--- src/rtl/l2_fence_drain_ctrl.sv ---
// l2_fence_drain_ctrl: sequences L2 fences and full-cache drains
module l2_fence_drain_ctrl #(
    parameter int L2_SETS = 256,
    parameter int L2_WAYS = 8,
    parameter int N_MSHR = 4,
    localparam int SET_BITS = $clog2(L2_SETS),
    localparam int WAY_BITS = $clog2(L2_WAYS),
    localparam int CNT_BITS = $clog2(N_MSHR) + 1
) (
    input  logic                clk,
    input  logic                rst,
    input  logic                fence_start,
    input  logic                fence_drain,
    input  logic [CNT_BITS-1:0] mshr_cnt,
    input  logic                drain_req_ready,
    input  logic                clr_ongoing_drain,
    output logic                drain_req_valid,
    output logic [SET_BITS-1:0] drain_set,
    output logic [WAY_BITS-1:0] drain_way,
    output logic                ongoing_fence,
    output logic                drain_in_progress,
    output logic                ongoing_drain,
    output logic                fence_done,
    output logic [2:0]          state_dbg
);
    localparam int IDX_BITS = SET_BITS + WAY_BITS;
    localparam logic [IDX_BITS-1:0] LAST_IDX = IDX_BITS'(L2_SETS * L2_WAYS - 1);

    typedef enum logic [2:0] {
        IDLE       = 3'd0,
        WAIT_MSHR  = 3'd1,
        DRAIN      = 3'd2,
        FLUSH_WAIT = 3'd3,
        DONE       = 3'd4
    } state_t;

    state_t              state_q, state_d;
    logic [IDX_BITS-1:0] idx_q, idx_d;
    logic                ongoing_drain_q, ongoing_drain_d;
    logic                drain_kind_q, drain_kind_d;
    logic                mshr_free, accept, set_drain;

    // next-state, walk index and status outputs
    always_comb begin
        state_d           = state_q;
        idx_d             = idx_q;
        drain_kind_d      = drain_kind_q;
        set_drain         = 1'b0;
        mshr_free         = mshr_cnt == CNT_BITS'(N_MSHR);
        drain_req_valid   = state_q == DRAIN && mshr_cnt != '0;
        accept            = drain_req_valid && drain_req_ready;
        drain_in_progress = state_q == DRAIN || state_q == FLUSH_WAIT;
        ongoing_fence     = state_q != IDLE;
        fence_done        = state_q == DONE;
        state_dbg         = state_q;
        drain_set         = idx_q[IDX_BITS-1:WAY_BITS];
        drain_way         = idx_q[WAY_BITS-1:0];
        case (state_q)
            IDLE: begin
                if (fence_start) begin
                    drain_kind_d = fence_drain;
                    state_d      = WAIT_MSHR;
                end
            end
            WAIT_MSHR: begin
                if (mshr_free) begin
                    state_d   = drain_kind_q ? DRAIN : DONE;
                    set_drain = drain_kind_q;
                end
            end
            DRAIN: begin
                if (accept) begin
                    idx_d   = idx_q == LAST_IDX ? '0 : idx_q + IDX_BITS'(1);
                    state_d = idx_q == LAST_IDX ? FLUSH_WAIT : DRAIN;
                end
            end
            FLUSH_WAIT: state_d = mshr_free ? DONE : FLUSH_WAIT;
            default:    state_d = IDLE;
        endcase
        ongoing_drain_d = set_drain ? 1'b1 :
                          (clr_ongoing_drain && !drain_in_progress) ? 1'b0 : ongoing_drain_q;
        ongoing_drain   = ongoing_drain_q;
    end

    // state registers with synchronous reset aborting any fence
    always_ff @(posedge clk) begin
        if (rst) begin
            state_q         <= IDLE;
            idx_q           <= '0;
            ongoing_drain_q <= 1'b0;
            drain_kind_q    <= 1'b0;
        end else begin
            state_q         <= state_d;
            idx_q           <= idx_d;
            ongoing_drain_q <= ongoing_drain_d;
            drain_kind_q    <= drain_kind_d;
        end
    end
endmodule

--- config.mk ---
export PLATFORM = sky130hd
export DESIGN_NAME = l2_fence_drain_ctrl
export DESIGN_NICKNAME = d
export VERILOG_FILES = /design/src/rtl/l2_fence_drain_ctrl.sv
export SDC_FILE = /design/constraint.sdc
export NUM_CORES = 1
export LEC_CHECK = 0
export ABC_AREA = 1
export CAP_MARGIN = 20
export CORE_UTILIZATION = 49
export CTS_CLUSTER_DIAMETER = 200
export DETAILED_ROUTE_END_ITERATION = 12
export PLACE_DENSITY = 0.83
export SYNTH_ARGS = -nofsm -noshare
export SYNTH_HDL_FRONTEND = slang
export SYNTH_SLANG_ARGS = --single-unit
--- constraint.sdc ---
create_clock -name clk -period 3.28 [get_ports clk]
set_input_delay 0.82 -clock clk [delete_from_list [all_inputs] [get_ports clk]]
set_output_delay 0.82 -clock clk [all_outputs]
set_load 0.01 [all_outputs]
==> qor.csv, run 1 <==
stage;metric;value;unit
synth;synth unique cells;25;
clock_network;cts hold-fix bufs;0;
synth;area of the mapped netlist;907.1;um^2
place;count of input and output buffers;27;
synth;number of synthesized flops with an enable pin;0;
sta;Final min period;2839;ps
synth;Primary FF master, synth;dfxtp_1;
floorplan;die width;45.03;um
layout;Final Net Count;169;
floorplan;die area;2027;um^2
sta;WHS;484.4;ps
synth;top post-synthesis cells by area;dfxtp_1 (35%), nand2_1 (8.7%), nor2_1 (8.7%);
layout;share of post-route cells with drive strength above 1;12.10;%
pwr;Pint;0.0003343;W
pwr;P_sw;0.0001708;W
sta;Worst slew margin;72.26;%
sta;fmax;352.3;MHz
pwr;proportion of power drawn by flip-flops and latches;45.3;%
route;Routed WL;1987;um
synth;post-synth net total;140;
synth;fraction of registers with async set/reset;0;%
global_route;largest net degree at the start of global routing;13;
sta;# setup viols final;0;
synth;YS warnings;0;
global_route;number of global-route vias before repair;780;
clock_network;TritonCTS Buffers;3;
global_route;first-pass GRT wire length;3208;um
clock_network;H-tree depth;1;
setup_path;slowest cell on the critical path;clkdlybuf4s50_1;
setup_path;cell family with most CP delay;buffers and inverters;
pwr;net switching fraction of the power;33.81;%
setup_path;critical path fanouts, max;3;
layout;Multi-input gate area;494.2;um^2
clock_network;CTS root buf;clkbuf_4;
clock_network;Clk pin slew, worst setup/hold paths;80;ps
route;Routed WL per cell;10.92;um
setup_path;crit-path max cell delay;550;ps
synth;syn avg cell area;6.978;um^2
sta;period utilisation layout;86.55;%
synth;post-synthesis sequential area ratio;35.31;%
place;post-place instance area;1187;um^2
synth;most area-hungry cell type in the Yosys netlist;dfxtp_1;
route;Vias;910;
layout;fin cells;182;
setup_path;data required time of the worst path;2460;ps
global_route;antenna violations before repair;0;
layout;n_diodes;0;
run_status;status;completed;
pwr;combinational share of power;34.5;%
sta;Sum Neg Setup Slack;0;ps
pwr;leak pwr;0.4835;nW
pwr;Max VDD drop;0.3143;mV
clock_network;clock buffer depth;2;
min_path;Hold Startpoint;drain_kind_q;
route;vias per inst;5.000;
setup_path;critical path endpoint category;output port;
sta;Final Skew;7.671;ps
clock_network;Post-CTS Repair Setup Buffers;0;
clock_network;CTS sink count;16;
floorplan;Core Area;1727;um^2
sta;Worst Tran Pin Value;412.9;ps
floorplan;I/O Pins;28;
min_path;worst hold path type;flop to flop;
layout;FILL cells;148;
synth;top cells by count, synth;nand2_1 (21), nor2_1 (21), inv_1 (18);
route;drt pass-1 iters;4;
synth;Yosys reg bits;16;
route;1st-iter DRT viols;24;
setup_path;ordered list of cells on the worst path;clkdlybuf4s50_1 > nor2_1 > a21oi_1 > clkdlybuf4s50_1;
place;Detailed Place HPWL;1564;um
setup_path;most frequent CP cell;clkdlybuf4s50_1;
pwr;total power;0.0005051;W
sta;Slew Limit Fails;0;
flow_run;max-cap viol count;0;
floorplan;Starting Density;52.54;%
layout;Reg area;320.3;um^2
layout;fin area;1210;um^2
setup_path;RR Startpoint;state_dbg[1];
setup_path;Crit Path Category;primary input to output port;
clock_network;clock latency on the worst-skew pair;290;ps
clock_network;cts repair resizes;0;
clock_network;CTS tree;yes;
pwr;part of the power in the clock network;20.3;%
layout;Syn-to-layout area delta;33.38;%
floorplan;# rows;15;
route;ANT nets after route;0;
synth;Cells after Synth;130;
floorplan;Die Span Y;45.03;um
sta;Fin. Hold Viols;0;
setup_path;crit start category;primary input;
sta;RSZ-0062 raised after global routing;no;
place;cell count after placement;179;
setup_path;Critical Path AT;2020;ps
setup_path;Bufs and invs on worst path;2;
setup_path;worst setup path startpoint;mshr_cnt[1];
global_route;GRT Resource Usage Total;21.89;%
synth;Yosys top cell area share;35.31;%
place;GPL Wtd Cong;0.8483;
pwr;pwr dens;417.5;nW/um^2
route;DRC viols;0;
global_route;total gr overflow;0;
cell families after synthesis:
family                   Yosys count  synth area share [%]
AND/OR/NAND/NOR                   69                 37.80
AO/OA/AOI/OAI                     19                 11.59
buffers and inverters             22                 10.21
flip-flops                        16                 35.31
adder cells (fa/ha/maj)            1                 1.379
XOR/XNOR                           3                 3.725
flip-flops by register name (all words and copies together), names as in the netlist:
name           cells
ongoing_drain      1
state_dbg          3
idx_q             11
drain_kind_q       1
path summary, 6_finish.rpt:
path,to,slack [ps],cells past startpoint
setup / recovery,drain_req_valid,440,4
hold / removal,drain_kind_q,480,2
setup reg to reg,idx_q[5],1670,7
hold reg to reg,drain_kind_q,480,2
cell usage in the layout, fill, tap and decap left out, drive strengths merged, types with 2 or more instances in the layout:
master,instances
nand2,22
nor2,29
a21oi,13
inv,19
o21ai,4
dfxtp,16
nand4,2
nor3,5
clkbuf,3
xnor2,2
nand3,10
clkdlybuf4s50,27
layout make-up:
type                            count  area share, %
Multi-Input combinational cell     92          40.85
Tap cell                           25          2.585
Inverter                           19          5.895
Timing Repair Buffer               27          22.34
Clock buffer                        3          1.861
Sequential cell                    16          26.47
per-stage QoR:
| stage | util (%) | worst slack (ps) |
|---|---|---|
| after CTS | 70.07 | 440.0 |
| after global routing | 70.07 | 403.2 |
| after detailed placement | 68.77 | 453.7 |
| final | 70.07 | 441.3 |
| after floorplan | - | 1368 |
| after global placement | 68.77 | 442.7 |
routing by layer:
layer  track usage (%)  share of wire [%]
met2             34.49                 47
met3             7.200                6.5
met5                 0                  0
met1             28.11                 45
met4             7.273                1.2
tightest hold or removal path, cell delays in order, from the launching register on:
cell	delay, ps
dfxtp_1	320
inv_1	70
a21oi_1	60
power groups by stage:
stage	combinational (W)	sequential, W	clock (W)
2_1_floorplan	0.000103	0.000231	0
3_3_place_gp	0.000169	0.000233	0
3_5_place_dp	0.000173	0.000233	0
4_1_cts	0.000173	0.000229	0.000105
5_1_grt	0.000196	0.000232	0.000114
6_report	0.000174	0.000229	0.000102
Note: power is estimated with default switching activity, not from simulation.
==> inputs of run 2 (changes only) <==
- RECOVER_POWER: unset -> 25
- SLEW_MARGIN: unset -> 20
==> qor.csv, run 2 (synthesis gave the netlist of run 1 again) <==
stage;metric;value;unit
run_status;status;completed;
layout;Syn-to-layout area delta;32.83;%
clock_network;Clk pin slew, worst setup/hold paths;80;ps
place;GPL Wtd Cong;0.8483;
global_route;largest net degree at the start of global routing;13;
layout;FILL cells;149;
floorplan;I/O Pins;28;
floorplan;Die Span Y;45.03;um
clock_network;Post-CTS Repair Setup Buffers;0;
floorplan;Core Area;1727;um^2
pwr;pwr dens;418.1;nW/um^2
place;count of input and output buffers;27;
layout;max reg flops;11;
global_route;number of global-route vias before repair;780;
setup_path;critical path fanouts, max;3;
floorplan;die width;45.03;um
sta;fmax;343.0;MHz
layout;most frequent cells in the layout;clkdlybuf4s50_1 (23), nor2_1 (21), nand2_1 (21), inv_1 (19), dfxtp_1 (16);
layout;n_diodes;0;
setup_path;data required time of the worst path;2460;ps
route;Vias;914;
layout;share of post-route cells with drive strength above 1;10.83;%
setup_path;slowest cell on the critical path;dlygate4sd3_1;
place;Detailed Place HPWL;1564;um
sta;Worst slew margin;53.68;%
clock_network;TritonCTS Buffers;3;
clock_network;cts hold-fix bufs;0;
route;Routed WL;1971;um
clock_network;cts repair resizes;0;
setup_path;ordered list of cells on the worst path;dlygate4sd3_1 > nor2_1 > a21oi_1 > clkdlybuf4s50_1;
setup_path;Critical Path AT;2100;ps
setup_path;crit start category;primary input;
layout;Reg area;320.3;um^2
floorplan;Starting Density;52.54;%
setup_path;cell family with most CP delay;buffers and inverters;
clock_network;H-tree depth;1;
sta;period utilisation layout;88.88;%
sta;WHS;482.0;ps
flow_run;max-cap viol count;0;
route;vias per inst;5.022;
sta;Slew Limit Fails;0;
setup_path;Bufs and invs on worst path;2;
clock_network;CTS root buf;clkbuf_4;
sta;Final Skew;7.707;ps
setup_path;Crit Path Category;primary input to output port;
sta;RSZ-0062 raised after global routing;no;
layout;Final Net Count;169;
pwr;leak pwr;0.4934;nW
global_route;first-pass GRT wire length;3208;um
route;ANT nets after route;0;
setup_path;crit-path max cell delay;530;ps
min_path;worst hold path type;flop to flop;
floorplan;die area;2027;um^2
layout;Multi-input gate area;489.2;um^2
floorplan;# rows;15;
sta;Final min period;2915;ps
setup_path;critical path endpoint category;output port;
global_route;antenna violations before repair;0;
sta;# setup viols final;0;
layout;largest reg by FF count;idx_q;
clock_network;CTS sink count;16;
pwr;Max VDD drop;0.3149;mV
global_route;GRT Resource Usage Total;21.89;%
route;Routed WL per cell;10.83;um
route;drt pass-1 iters;4;
sta;Worst Tran Pin Value;692.9;ps
global_route;total gr overflow;0;
clock_network;CTS tree;yes;
clock_network;clock buffer depth;2;
clock_network;clock latency on the worst-skew pair;290;ps
sta;Sum Neg Setup Slack;0;ps
sta;Fin. Hold Viols;0;
layout;most common cell after layout, fill and taps aside;clkdlybuf4s50_1;
route;DRC viols;0;
route;1st-iter DRT viols;23;
-- run 2: tightest hold or removal path: cells and delay by family (launching register included) --
family | cells | cell delay, ps
AO/OA/AOI/OAI | 1 | 60
buffers and inverters | 1 | 60
flip-flops | 1 | 320
-- run 2: worst paths after layout --
kind	from	end	slack (ps)	depth (start not counted)
min reg2reg	drain_kind_q	drain_kind_q	480	2
max reg2reg	state_dbg[1]	idx_q[5]	1430	7
min	drain_kind_q	drain_kind_q	480	2
max	mshr_cnt[1]	drain_req_valid	360	4
-- run 2: metrics by stage --
stage	setup WS [ps]	instances	utilization (%)	instance area [um^2]	total power (W)
3_5_place_dp	453.7	179	68.77	1187	0.0004058
5_1_grt	292.2	182	69.78	1205	0.0005419
3_3_place_gp	442.7	179	68.77	1187	0.0004021
4_1_cts	440.0	182	70.07	1210	0.0005072
6_report	364.7	182	69.78	1205	0.0005037
2_1_floorplan	1368	130	-	907.1	0.0003336
-- run 2: final cells by class --
type / count / area share [%]
multi-input cells: 92 / 40.60
clock buffers: 3 / 1.869
flip-flops and latches: 16 / 26.58
well taps: 25 / 2.596
inverters: 19 / 5.919
repair buffers: 27 / 22.43
-- run 2: per-layer routing --
metal	track usage, %	vias up	wire (um)
met5	0	-	0
met2	34.49	30	919
met4	7.273	0	25
met1	28.11	410	890
li1	-	470	-
met3	7.200	4	137
-- run 2: power breakdown --
| group | total (W) | internal, W | switching [W] |
|---|---|---|---|
| clock network | 0.000102 | 0.0000427 | 0.0000596 |
| registers | 0.000229 | 0.000209 | 0.0000204 |
| logic | 0.000172 | 0.0000823 | 0.0000901 |
| total | 0.000504 | 0.000334 | 0.000170 |
